### config.mk
export PLATFORM = sky130hd
export DESIGN_NAME = store_load_buffer_flat
export DESIGN_NICKNAME = d
export VERILOG_FILES = /design/src/rtl/store_load_buffer_if.sv /design/src/rtl/store_load_buffer.sv /design/src/flat_wrapper.sv
export SDC_FILE = /design/constraint.sdc
export NUM_CORES = 2
export LEC_CHECK = 0
export BUFFER_PORTS_ARGS = -buffer_cell sky130_fd_sc_hd__buf_2
export CORE_MARGIN = 3
export CORE_UTILIZATION = 50
export DETAILED_ROUTE_END_ITERATION = 10
export PLACE_DENSITY = 0.62
export SLEW_MARGIN = 20
export SYNTH_ARGS = -nofsm -noshare
export SYNTH_HDL_FRONTEND = slang
export SYNTH_SLANG_ARGS = --single-unit
export TNS_END_PERCENT = 5
### constraint.sdc
create_clock -name clk -period 9.14 [get_ports clk]
set_input_delay 0.914 -clock clk [delete_from_list [all_inputs] [get_ports clk]]
set_output_delay 0.914 -clock clk [all_outputs]
set_load 0.05 [all_outputs]
### src/rtl/store_load_buffer_if.sv
// store_load_buffer_if: dispatch, commit broadcast, memory and ROB writeback signals of the store/load buffer
interface store_load_buffer_if #(
    parameter int TAG_W = 4
);
    logic             rdy;
    logic             clear;
    logic             iss_valid;
    logic             iss_is_store;
    logic [2:0]       iss_funct3;
    logic [TAG_W-1:0] iss_rob;
    logic [31:0]      iss_vj;
    logic [31:0]      iss_vk;
    logic             iss_qj_v;
    logic             iss_qk_v;
    logic [TAG_W-1:0] iss_qj;
    logic [TAG_W-1:0] iss_qk;
    logic [31:0]      iss_imm;
    logic             full;
    logic             empty;
    logic             cdb_valid;
    logic [TAG_W-1:0] cdb_tag;
    logic [31:0]      cdb_value;
    logic             st_go;
    logic [TAG_W-1:0] st_go_tag;
    logic             mem_req;
    logic             mem_we;
    logic [31:0]      mem_addr;
    logic [31:0]      mem_wdata;
    logic [1:0]       mem_size;
    logic             mem_done;
    logic [31:0]      mem_rdata;
    logic             wb_valid;
    logic [TAG_W-1:0] wb_rob;
    logic [31:0]      wb_value;

    modport slave (
        input  rdy, clear, iss_valid, iss_is_store, iss_funct3, iss_rob, iss_vj, iss_vk,
               iss_qj_v, iss_qk_v, iss_qj, iss_qk, iss_imm, cdb_valid, cdb_tag, cdb_value,
               st_go, st_go_tag, mem_done, mem_rdata,
        output full, empty, mem_req, mem_we, mem_addr, mem_wdata, mem_size,
               wb_valid, wb_rob, wb_value
    );

    modport master (
        output rdy, clear, iss_valid, iss_is_store, iss_funct3, iss_rob, iss_vj, iss_vk,
               iss_qj_v, iss_qk_v, iss_qj, iss_qk, iss_imm, cdb_valid, cdb_tag, cdb_value,
               st_go, st_go_tag, mem_done, mem_rdata,
        input  full, empty, mem_req, mem_we, mem_addr, mem_wdata, mem_size,
               wb_valid, wb_rob, wb_value
    );
endinterface

### src/rtl/store_load_buffer.sv
// store_load_buffer: in-order memory op queue with operand wake-up, ROB-gated stores and one outstanding memory access
module store_load_buffer #(
    parameter int DEPTH = 16,
    parameter int TAG_W = 4
) (
    input logic clk,
    input logic rst,
    store_load_buffer_if.slave bus
);
    localparam int AW = $clog2(DEPTH);
    localparam int CW = AW + 1;

    typedef enum logic [1:0] {IDLE, MEM, DRAIN} state_t;

    state_t           state;
    logic [AW-1:0]    head, tail;
    logic [CW-1:0]    count;
    logic [DEPTH-1:0] busy, is_store, qj_v, qk_v, go;
    logic [2:0]       funct3 [DEPTH];
    logic [TAG_W-1:0] rob [DEPTH];
    logic [TAG_W-1:0] qj [DEPTH];
    logic [TAG_W-1:0] qk [DEPTH];
    logic [31:0]      vj [DEPTH];
    logic [31:0]      vk [DEPTH];
    logic [31:0]      imm [DEPTH];
    logic             push, pop, launch, j_byp, k_byp;

    function automatic logic [31:0] load_ext(input logic [2:0] f, input logic [31:0] d);
        return f == 3'b000 ? {{24{d[7]}}, d[7:0]} :
               f == 3'b001 ? {{16{d[15]}}, d[15:0]} :
               f == 3'b100 ? {24'b0, d[7:0]} :
               f == 3'b101 ? {16'b0, d[15:0]} : d;
    endfunction

    assign bus.full  = count == CW'(DEPTH);
    assign bus.empty = count == '0;
    assign push   = bus.iss_valid && !bus.full;
    assign pop    = state == MEM && bus.mem_done;
    assign launch = busy[head] && !qj_v[head] && (!is_store[head] || (!qk_v[head] && go[head]));
    assign j_byp  = bus.iss_qj_v && bus.cdb_valid && bus.iss_qj == bus.cdb_tag;
    assign k_byp  = bus.iss_qk_v && bus.cdb_valid && bus.iss_qk == bus.cdb_tag;

    always_ff @(posedge clk) begin
        if (rst) begin
            state         <= IDLE;
            head          <= '0;
            tail          <= '0;
            count         <= '0;
            busy          <= '0;
            go            <= '0;
            bus.mem_req   <= 1'b0;
            bus.mem_we    <= 1'b0;
            bus.mem_addr  <= '0;
            bus.mem_wdata <= '0;
            bus.mem_size  <= '0;
            bus.wb_valid  <= 1'b0;
            bus.wb_rob    <= '0;
            bus.wb_value  <= '0;
        end else if (bus.rdy) begin
            bus.wb_valid <= 1'b0;
            if (bus.clear) begin
                head  <= '0;
                tail  <= '0;
                count <= '0;
                busy  <= '0;
                go    <= '0;
                // an access already on the bus must still complete, but its result is dropped
                if (state != IDLE && bus.mem_done) begin
                    state       <= IDLE;
                    bus.mem_req <= 1'b0;
                end else if (state == MEM) begin
                    state <= DRAIN;
                end
            end else begin
                for (int i = 0; i < DEPTH; i++) begin
                    if (bus.cdb_valid && busy[i] && qj_v[i] && qj[i] == bus.cdb_tag) begin
                        vj[i]   <= bus.cdb_value;
                        qj_v[i] <= 1'b0;
                    end
                    if (bus.cdb_valid && busy[i] && qk_v[i] && qk[i] == bus.cdb_tag) begin
                        vk[i]   <= bus.cdb_value;
                        qk_v[i] <= 1'b0;
                    end
                    if (bus.st_go && busy[i] && is_store[i] && rob[i] == bus.st_go_tag)
                        go[i] <= 1'b1;
                end
                if (push) begin
                    busy[tail]     <= 1'b1;
                    go[tail]       <= 1'b0;
                    is_store[tail] <= bus.iss_is_store;
                    funct3[tail]   <= bus.iss_funct3;
                    rob[tail]      <= bus.iss_rob;
                    imm[tail]      <= bus.iss_imm;
                    qj[tail]       <= bus.iss_qj;
                    qk[tail]       <= bus.iss_qk;
                    vj[tail]       <= j_byp ? bus.cdb_value : bus.iss_vj;
                    vk[tail]       <= k_byp ? bus.cdb_value : bus.iss_vk;
                    qj_v[tail]     <= bus.iss_qj_v && !j_byp;
                    qk_v[tail]     <= bus.iss_qk_v && !k_byp;
                    tail           <= tail + AW'(1);
                end
                if (pop) begin
                    busy[head] <= 1'b0;
                    go[head]   <= 1'b0;
                    head       <= head + AW'(1);
                end
                count <= count + CW'(push) - CW'(pop);
                case (state)
                    IDLE: if (launch) begin
                        state         <= MEM;
                        bus.mem_req   <= 1'b1;
                        bus.mem_we    <= is_store[head];
                        bus.mem_addr  <= vj[head] + imm[head];
                        bus.mem_size  <= funct3[head][1:0];
                        bus.mem_wdata <= vk[head];
                    end
                    MEM: if (bus.mem_done) begin
                        state        <= IDLE;
                        bus.mem_req  <= 1'b0;
                        bus.wb_valid <= 1'b1;
                        bus.wb_rob   <= rob[head];
                        bus.wb_value <= is_store[head] ? 32'd0 : load_ext(funct3[head], bus.mem_rdata);
                    end
                    default: if (bus.mem_done) begin
                        state       <= IDLE;
                        bus.mem_req <= 1'b0;
                    end
                endcase
            end
        end
    end
endmodule

### src/flat_wrapper.sv
// flat-port wrapper written by rule: the top's interface ports become plain ports
module store_load_buffer_flat 
#(
    parameter int DEPTH = 16,
    parameter int TAG_W = 4
)
  (clk, rst, bus_rdy, bus_clear, bus_iss_valid, bus_iss_is_store, bus_iss_funct3, bus_iss_rob, bus_iss_vj, bus_iss_vk, bus_iss_qj_v, bus_iss_qk_v, bus_iss_qj, bus_iss_qk, bus_iss_imm, bus_cdb_valid, bus_cdb_tag, bus_cdb_value, bus_st_go, bus_st_go_tag, bus_mem_done, bus_mem_rdata, bus_full, bus_empty, bus_mem_req, bus_mem_we, bus_mem_addr, bus_mem_wdata, bus_mem_size, bus_wb_valid, bus_wb_rob, bus_wb_value);
  store_load_buffer_if #(.TAG_W(TAG_W)) bus_i ();
  input logic clk;
  input logic rst;
  input wire logic [$bits(bus_i.rdy)-1:0] bus_rdy;
  input wire logic [$bits(bus_i.clear)-1:0] bus_clear;
  input wire logic [$bits(bus_i.iss_valid)-1:0] bus_iss_valid;
  input wire logic [$bits(bus_i.iss_is_store)-1:0] bus_iss_is_store;
  input wire logic [$bits(bus_i.iss_funct3)-1:0] bus_iss_funct3;
  input wire logic [$bits(bus_i.iss_rob)-1:0] bus_iss_rob;
  input wire logic [$bits(bus_i.iss_vj)-1:0] bus_iss_vj;
  input wire logic [$bits(bus_i.iss_vk)-1:0] bus_iss_vk;
  input wire logic [$bits(bus_i.iss_qj_v)-1:0] bus_iss_qj_v;
  input wire logic [$bits(bus_i.iss_qk_v)-1:0] bus_iss_qk_v;
  input wire logic [$bits(bus_i.iss_qj)-1:0] bus_iss_qj;
  input wire logic [$bits(bus_i.iss_qk)-1:0] bus_iss_qk;
  input wire logic [$bits(bus_i.iss_imm)-1:0] bus_iss_imm;
  input wire logic [$bits(bus_i.cdb_valid)-1:0] bus_cdb_valid;
  input wire logic [$bits(bus_i.cdb_tag)-1:0] bus_cdb_tag;
  input wire logic [$bits(bus_i.cdb_value)-1:0] bus_cdb_value;
  input wire logic [$bits(bus_i.st_go)-1:0] bus_st_go;
  input wire logic [$bits(bus_i.st_go_tag)-1:0] bus_st_go_tag;
  input wire logic [$bits(bus_i.mem_done)-1:0] bus_mem_done;
  input wire logic [$bits(bus_i.mem_rdata)-1:0] bus_mem_rdata;
  output wire logic [$bits(bus_i.full)-1:0] bus_full;
  output wire logic [$bits(bus_i.empty)-1:0] bus_empty;
  output wire logic [$bits(bus_i.mem_req)-1:0] bus_mem_req;
  output wire logic [$bits(bus_i.mem_we)-1:0] bus_mem_we;
  output wire logic [$bits(bus_i.mem_addr)-1:0] bus_mem_addr;
  output wire logic [$bits(bus_i.mem_wdata)-1:0] bus_mem_wdata;
  output wire logic [$bits(bus_i.mem_size)-1:0] bus_mem_size;
  output wire logic [$bits(bus_i.wb_valid)-1:0] bus_wb_valid;
  output wire logic [$bits(bus_i.wb_rob)-1:0] bus_wb_rob;
  output wire logic [$bits(bus_i.wb_value)-1:0] bus_wb_value;
  assign bus_i.rdy = bus_rdy;
  assign bus_i.clear = bus_clear;
  assign bus_i.iss_valid = bus_iss_valid;
  assign bus_i.iss_is_store = bus_iss_is_store;
  assign bus_i.iss_funct3 = bus_iss_funct3;
  assign bus_i.iss_rob = bus_iss_rob;
  assign bus_i.iss_vj = bus_iss_vj;
  assign bus_i.iss_vk = bus_iss_vk;
  assign bus_i.iss_qj_v = bus_iss_qj_v;
  assign bus_i.iss_qk_v = bus_iss_qk_v;
  assign bus_i.iss_qj = bus_iss_qj;
  assign bus_i.iss_qk = bus_iss_qk;
  assign bus_i.iss_imm = bus_iss_imm;
  assign bus_i.cdb_valid = bus_cdb_valid;
  assign bus_i.cdb_tag = bus_cdb_tag;
  assign bus_i.cdb_value = bus_cdb_value;
  assign bus_i.st_go = bus_st_go;
  assign bus_i.st_go_tag = bus_st_go_tag;
  assign bus_i.mem_done = bus_mem_done;
  assign bus_i.mem_rdata = bus_mem_rdata;
  assign bus_full = bus_i.full;
  assign bus_empty = bus_i.empty;
  assign bus_mem_req = bus_i.mem_req;
  assign bus_mem_we = bus_i.mem_we;
  assign bus_mem_addr = bus_i.mem_addr;
  assign bus_mem_wdata = bus_i.mem_wdata;
  assign bus_mem_size = bus_i.mem_size;
  assign bus_wb_valid = bus_i.wb_valid;
  assign bus_wb_rob = bus_i.wb_rob;
  assign bus_wb_value = bus_i.wb_value;
  store_load_buffer #(.DEPTH(DEPTH), .TAG_W(TAG_W)) u_core (.clk(clk), .rst(rst), .bus(bus_i));
endmodule
Yosys cells after proc, flatten, opt, wreduce, memory -nomap -nowiden

Memories as Yosys holds them, arrays and structs flattened. A register that Yosys moved wholly into a read port is not among the register bits.
Cells that the tools add are included.
Widths: inputs -> output; s select.

Register bits: 164
Bits in writable memories: 1776
Bits of input ports: 194
Word-level logic and storage cells: 681
Memories: 7

Memory list:

| memory          | words | bits a word | rd ports | clocked after memory_dff | write ports | line                    | source |
|---|---|---|---|---|---|---|---|
| u_core.imm      | 16    | 32          | 1        | 1                        | 1           | store_load_buffer.sv:25 | `logic [31:0] imm [DEPTH];` |
| u_core.vj       | 16    | 32          | 1        | 1                        | 17          | store_load_buffer.sv:23 | `logic [31:0] vj [DEPTH];` |
| u_core.vk       | 16    | 32          | 1        | 1                        | 17          | store_load_buffer.sv:24 | `logic [31:0] vk [DEPTH];` |
| u_core.qj       | 16    | 4           | 16       | 0                        | 1           | store_load_buffer.sv:21 | `logic [TAG_W-1:0] qj [DEPTH];` |
| u_core.qk       | 16    | 4           | 16       | 0                        | 1           | store_load_buffer.sv:22 | `logic [TAG_W-1:0] qk [DEPTH];` |
| u_core.rob      | 16    | 4           | 17       | 1                        | 1           | store_load_buffer.sv:20 | `logic [TAG_W-1:0] rob [DEPTH];` |
| 1 more memories | --    | --          | --       | --                       | --          | --                      |  |

Add/subtract/negate cells: 5
Magnitude comparators: 4
Equal/unequal tests: 58
Multiplexer cells: 420
Bitwise logic cells: 8
Reductions and logical operators: 164

Operator list:

| kind                | number |
|---|---|
| $mux 1              | 372 |
| $mux 16             | 14 |
| $mux 32             | 7 |
| $eq 4x4->1          | 50 |
| $logic_and 1x1->1   | 142 |
| $and 16x16->16      | 3 |
| $bwmux 16           | 3 |
| $mux 4              | 10 |
| $add 32x32->32      | 1 |
| $not 16->16         | 2 |
| $bmux 1 s4          | 5 |
| $reduce_and 4->1    | 5 |
| $or 16x16->16       | 1 |
| $mux 2              | 6 |
| $lt 4x5->1 const B  | 2 |
| $add 4x1->4 const B | 2 |
| $demux 1 s4         | 2 |
| $ge 4x1->1 const B  | 2 |
| $eq 3x3->1 const B  | 2 |
| $logic_not 1->1     | 6 |
| $reduce_bool 2->1   | 3 |
| $add 5x1->5         | 1 |
| $eq 5x5->1 const B  | 1 |
| $logic_not 5->1     | 1 |
| other kinds (14)    | 16 |

Depth between registers and ports, before layout

Depth in word-level cells: 15
Mapped depth: 18

Least setup slack after synthesis

OpenSTA, ideal clock, no wires.

Kind: reg-to-reg
From: reg (tool-made name)
To: reg u_core.bus.mem_addr[31]
Setup time: 86 ps
Data arrival time: 4713 ps
Data required time: 9054 ps
Path slack: 4342 ps
Stages on the path, launching flop included: 17
Buffers on the path: 5
Path through: dfxtp_1 > buf_2 > buf_6 > buf_2 > buf_2 > buf_2 > mux4_2 > mux4_2 > ha_1 > a2111oi_0 > o21ai_0 > a221oi_1 > o22ai_1 > a21o_1 > a311oi_1 > xnor2_1 > a211oi_1

RTL lines:

| element              | line                       | source |
|---|---|---|
| end signal, assigned | store_load_buffer.sv:113   | `bus.mem_addr <= vj[head] + imm[head];` |
| end, declared        | store_load_buffer_if.sv:40 | `output full, empty, mem_req, mem_we, mem_addr, mem_wdata, mem_size,` |

Worst setup path in the final report

From: reg u_core.head[0]
To: reg u_core.bus.mem_wdata[8] (read register of u_core.vk)

Word-level cells in the longest chain between the ends: 7

Ends and longest elaborated chain:

| element                      | line                       | source |
|---|---|---|
| start, declared              | store_load_buffer.sv:16    | `logic [AW-1:0] head, tail;` |
| start signal, assigned       | store_load_buffer.sv:105   | `head <= head + AW'(1);` |
| $bmux 1 s4                   | store_load_buffer.sv:39    | `assign launch = busy[head] && !qj_v[head] && (!is_store[head] \|\| (!qk_v[head] && go[head]));` |
| $mux 1 (implied by the code) | store_load_buffer.sv:39    |  |
| $logic_not 1->1              | store_load_buffer.sv:39    |  |
| $logic_and 1x1->1            | store_load_buffer.sv:39    |  |
| $logic_or 1x1->1             | store_load_buffer.sv:39    |  |
| $logic_and 1x1->1            | store_load_buffer.sv:39    |  |
| $reduce_and 4->1 (no line)   | --                         |  |
| end, declared                | store_load_buffer_if.sv:40 |  |

Several ways; a longest one is shown, not always the timed one. The select of a mux whose other input is x is not followed.
A chain may end at the register's enable or synchronous reset.

==> reports/metrics.yaml <==
synth-xor-area-share_pct: 2.22
grt_overflow: 0
yosys_warnings: 0
setup_violations: 0
via_per_inst: 6.55
final_common_cell: "edfxtp_1"
coreArea_um2: 172000
synth_area_leader_cell: "edfxtp_1"
cts_setup_buffers: 0
worstSetupPathType: "flop to flop"
hold_path.class: "input port to flop"
synth.distinct_cells: 70
ys_seq_area_share_pct: 66.5
hold_viol: 0
worstHoldStart: "bus_mem_rdata[31]"
post-place-ws_ns: 3.69
fp.dieH_um: 423
use_met3_pct: 6.69
clk_path_buf_depth: 3
syn_area_um2: 87100
finalPower_mw: 18.7
worst_setup_path_end_kind: "flop"
crit_required_ns: 9.83
cap_violations: 0
synthMuxAreaShare_pct: 14.7
slowest_stage: "dfxtp_4"
portBuffers: 300
vdd_drop_max_mv: 0.157
initial_core_util_pct: 50.5
crit_arrival_ns: 6.21
async_flop_share_pct: 0
drive_gt1_share_pct: 21.8
clk_pin_slew_ns: 0.06
whs_endpoint: "u_core.bus.wb_value[31]$_SDFFE_PP0P_"
via_count: 56000
synth-edff-count: 1824
fin_worst_skew_ns: 0.0216
rsz0062_at_grt: "false"
tns_ns: 0
use_met1_pct: 42.8
cts_max_level: 4
synth_top_family_by_area: "multiplexers"
fin_ws_ns: 3.61
ys.flop_type: "edfxtp_1"
hpwlAfterDp_um: 156000
area_growth_pct: 12.6
critical_path_buf_inv_count: 3
maxSlewHeadroom_pct: 23.0
dr.pass1.iters: 8
fin_nets: 6295
fin_crit_ns: 5.53
outcome: "finished clean"
synth_compound_area_share_pct: 8.17
synth_cells: 5876
pin_count: 301
postCtsHoldBufs: 0
synth-seq-cells: 1980
r2r_start: "u_core.head[0]$_SDFFE_PP0P_"
ctsResizeCount: 0
p_leak_nw: 31.5
reg2reg_to: "u_core.bus.mem_wdata[8]$_SDFFE_PP0P_"
die_width_um: 423
drtAntennaViolNets: 0
crit_family: "buffers and inverters"
clkLatencyLatePin_ns: 0.85
worstSetupStartpointType: "flop"
gp_congestion: 0.912
grt_busiest_layer: "met2"
numCtsBuffers: 204
synthSimpleGateAreaFrac_pct: 5.37
hold-path-cell-count: 3
cts_tree: "built"
grt_max_degree: 131
first_iter_violations: 7747
wirelength_um: 278000
fmax_mhz: 181
worstMarginPinSlew_ns: 1.16
antenna_found_initial: 24
r2r_slack_ns: 3.61
synth_area_per_cell_um2: 14.8
use_met2_pct: 47.5
cellPowerDensity_nw_per_um2: 191
drc: 0
synth_top_area_share_pct: 62.9
final_cell_mix: "edfxtp_1 (1824), a21oi_1 (1131), nor2_1 (677)"
crit_top_cell: "buf_4"
period_share_pct: 60.5
clock-sinks: 1980
synthAdderAreaFrac_pct: 0.692
syn-num-nets: 6117
path_max_fanout: 37
slew_viol_final: 0
max_stage_delay_ns: 0.87
rows: 152
die_area_um2: 179000
synth_area_leaders: "edfxtp_1 (63%), mux4_2 (13%), a21oi_1 (6.5%)"
wire_per_inst_um: 32.5
path_cells: "buf_4 > mux4_2 > mux2i_1 > mux2_2 > nand3b_1 > a32oi_4 > buf_4 > nor2_4 > buf_4 > mux2i_1 > nor2_1"
r2r_cells: 11
grtUsageTotal_pct: 30.9
cts.root.buffer_cell: "clkbuf_16"
grt_pass1_wl_um: 395000
num-fill-cells: 13600
grt_pass1_vias: 54300
## Yosys cell counts (14+ instances only)
library cell and count:
buf_2 39, edfxtp_1 1824, mux2i_1 106, nand3_1 38, dfxtp_1 156, inv_1 38, xor2_1 154, clkbuf_1 379
nand2_1 170, ha_1 45, nand4_1 54, nor2_1 740, o21ai_0 95, a21o_1 14, nor4_1 52, nor3_1 16
xnor2_1 67, a31oi_1 19, mux4_2 519, a21oi_1 1132, buf_1 75
## worst max path at each step
stage	cells after the start	from	slack [ns]	end
3_3_place_gp	11	u_core.head[0]$_SDFFE_PP0P_	3.72	u_core.bus.mem_wdata[8]$_SDFFE_PP0P_
4_1_cts	11	u_core.head[0]$_SDFFE_PP0P_	3.68	u_core.bus.mem_wdata[8]$_SDFFE_PP0P_
6_report	11	u_core.head[0]$_SDFFE_PP0P_	3.61	u_core.bus.mem_wdata[8]$_SDFFE_PP0P_
3_5_place_dp	11	u_core.head[0]$_SDFFE_PP0P_	3.69	u_core.bus.mem_wdata[8]$_SDFFE_PP0P_
5_1_grt	11	u_core.head[0]$_SDFFE_PP0P_	3.38	u_core.bus.mem_wdata[0]$_SDFFE_PP0P_
2_1_floorplan	16	flop	4.34	u_core.bus.mem_addr[31]$_SDFFE_PP0P_
## state kept, by name (all words and copies together), names as in the netlist, 32 cells and up, named ones only
signal / flops
u_core.qj: 64
u_core.imm: 512
u_core.funct3: 48
u_core.rob: 64
u_core.qk: 64
u_core.bus.wb_value: 32
u_core.bus.mem_addr: 32
u_core.vj: 512
u_core.vk: 512
u_core.bus.mem_wdata: 32
## worst min-delay path: cells and delay by family
family                 cells  cell delay (ns)
AO/OA/AOI/OAI              1             0.11
buffers and inverters      1             0.07
AND/OR/NAND/NOR            1             0.03
## layout make-up
class / count / area, um2 / share of cell area, %
sequential: 1980 / 57900 / 59.1
multi-input combinational: 3359 / 27600 / 28.2
clock buffer: 284 / 5590 / 5.70
timing repair buffer: 471 / 2950 / 3.01
tap: 2310 / 2890 / 2.95
clock inverter: 99 / 887 / 0.905
inverter: 38 / 143 / 0.145
antenna: 14 / 35.0 / 0.0357
## kinds of logic (layout without fill, tap and decap cells)
| logic type | count (synthesis) | count (layout) |
|---|---|---|
| mux | 627 | 627 |
| xor+xnor | 221 | 221 |
| other cells | 0 | 14 |
| simple gates | 1116 | 1116 |
| flops | 1980 | 1980 |
| compound gates | 1348 | 1348 |
| fa+ha+maj | 47 | 47 |
| buf+inv | 537 | 892 |
## layer usage
layer | part of all wire, % | routed length, um
met3 | 12 | 32800
met4 | 4.7 | 13000
met2 | 46 | 128000
met5 | 0.020 | 55
met1 | 38 | 104000
## through the flow
step                      cell area (um2)  util [%]  hold slack [ns]  cells
after floorplan                     87100         -            0.437   5876
after global placement              91500      53.1            0.430   8157
after detailed placement            91500      53.1            0.440   8157
after CTS                           98000      56.9            0.262   8540
after global routing                98000      56.9            0.303   8545
final                               98000      56.9            0.325   8555
## where the power goes
group	internal [mW]	total, mW	switching [mW]
clock network	4.52	8.11	3.59
registers	9.90	9.91	0.0102
logic	0.216	0.720	0.503
No activity file was read; power rests on OpenSTA's default activity.
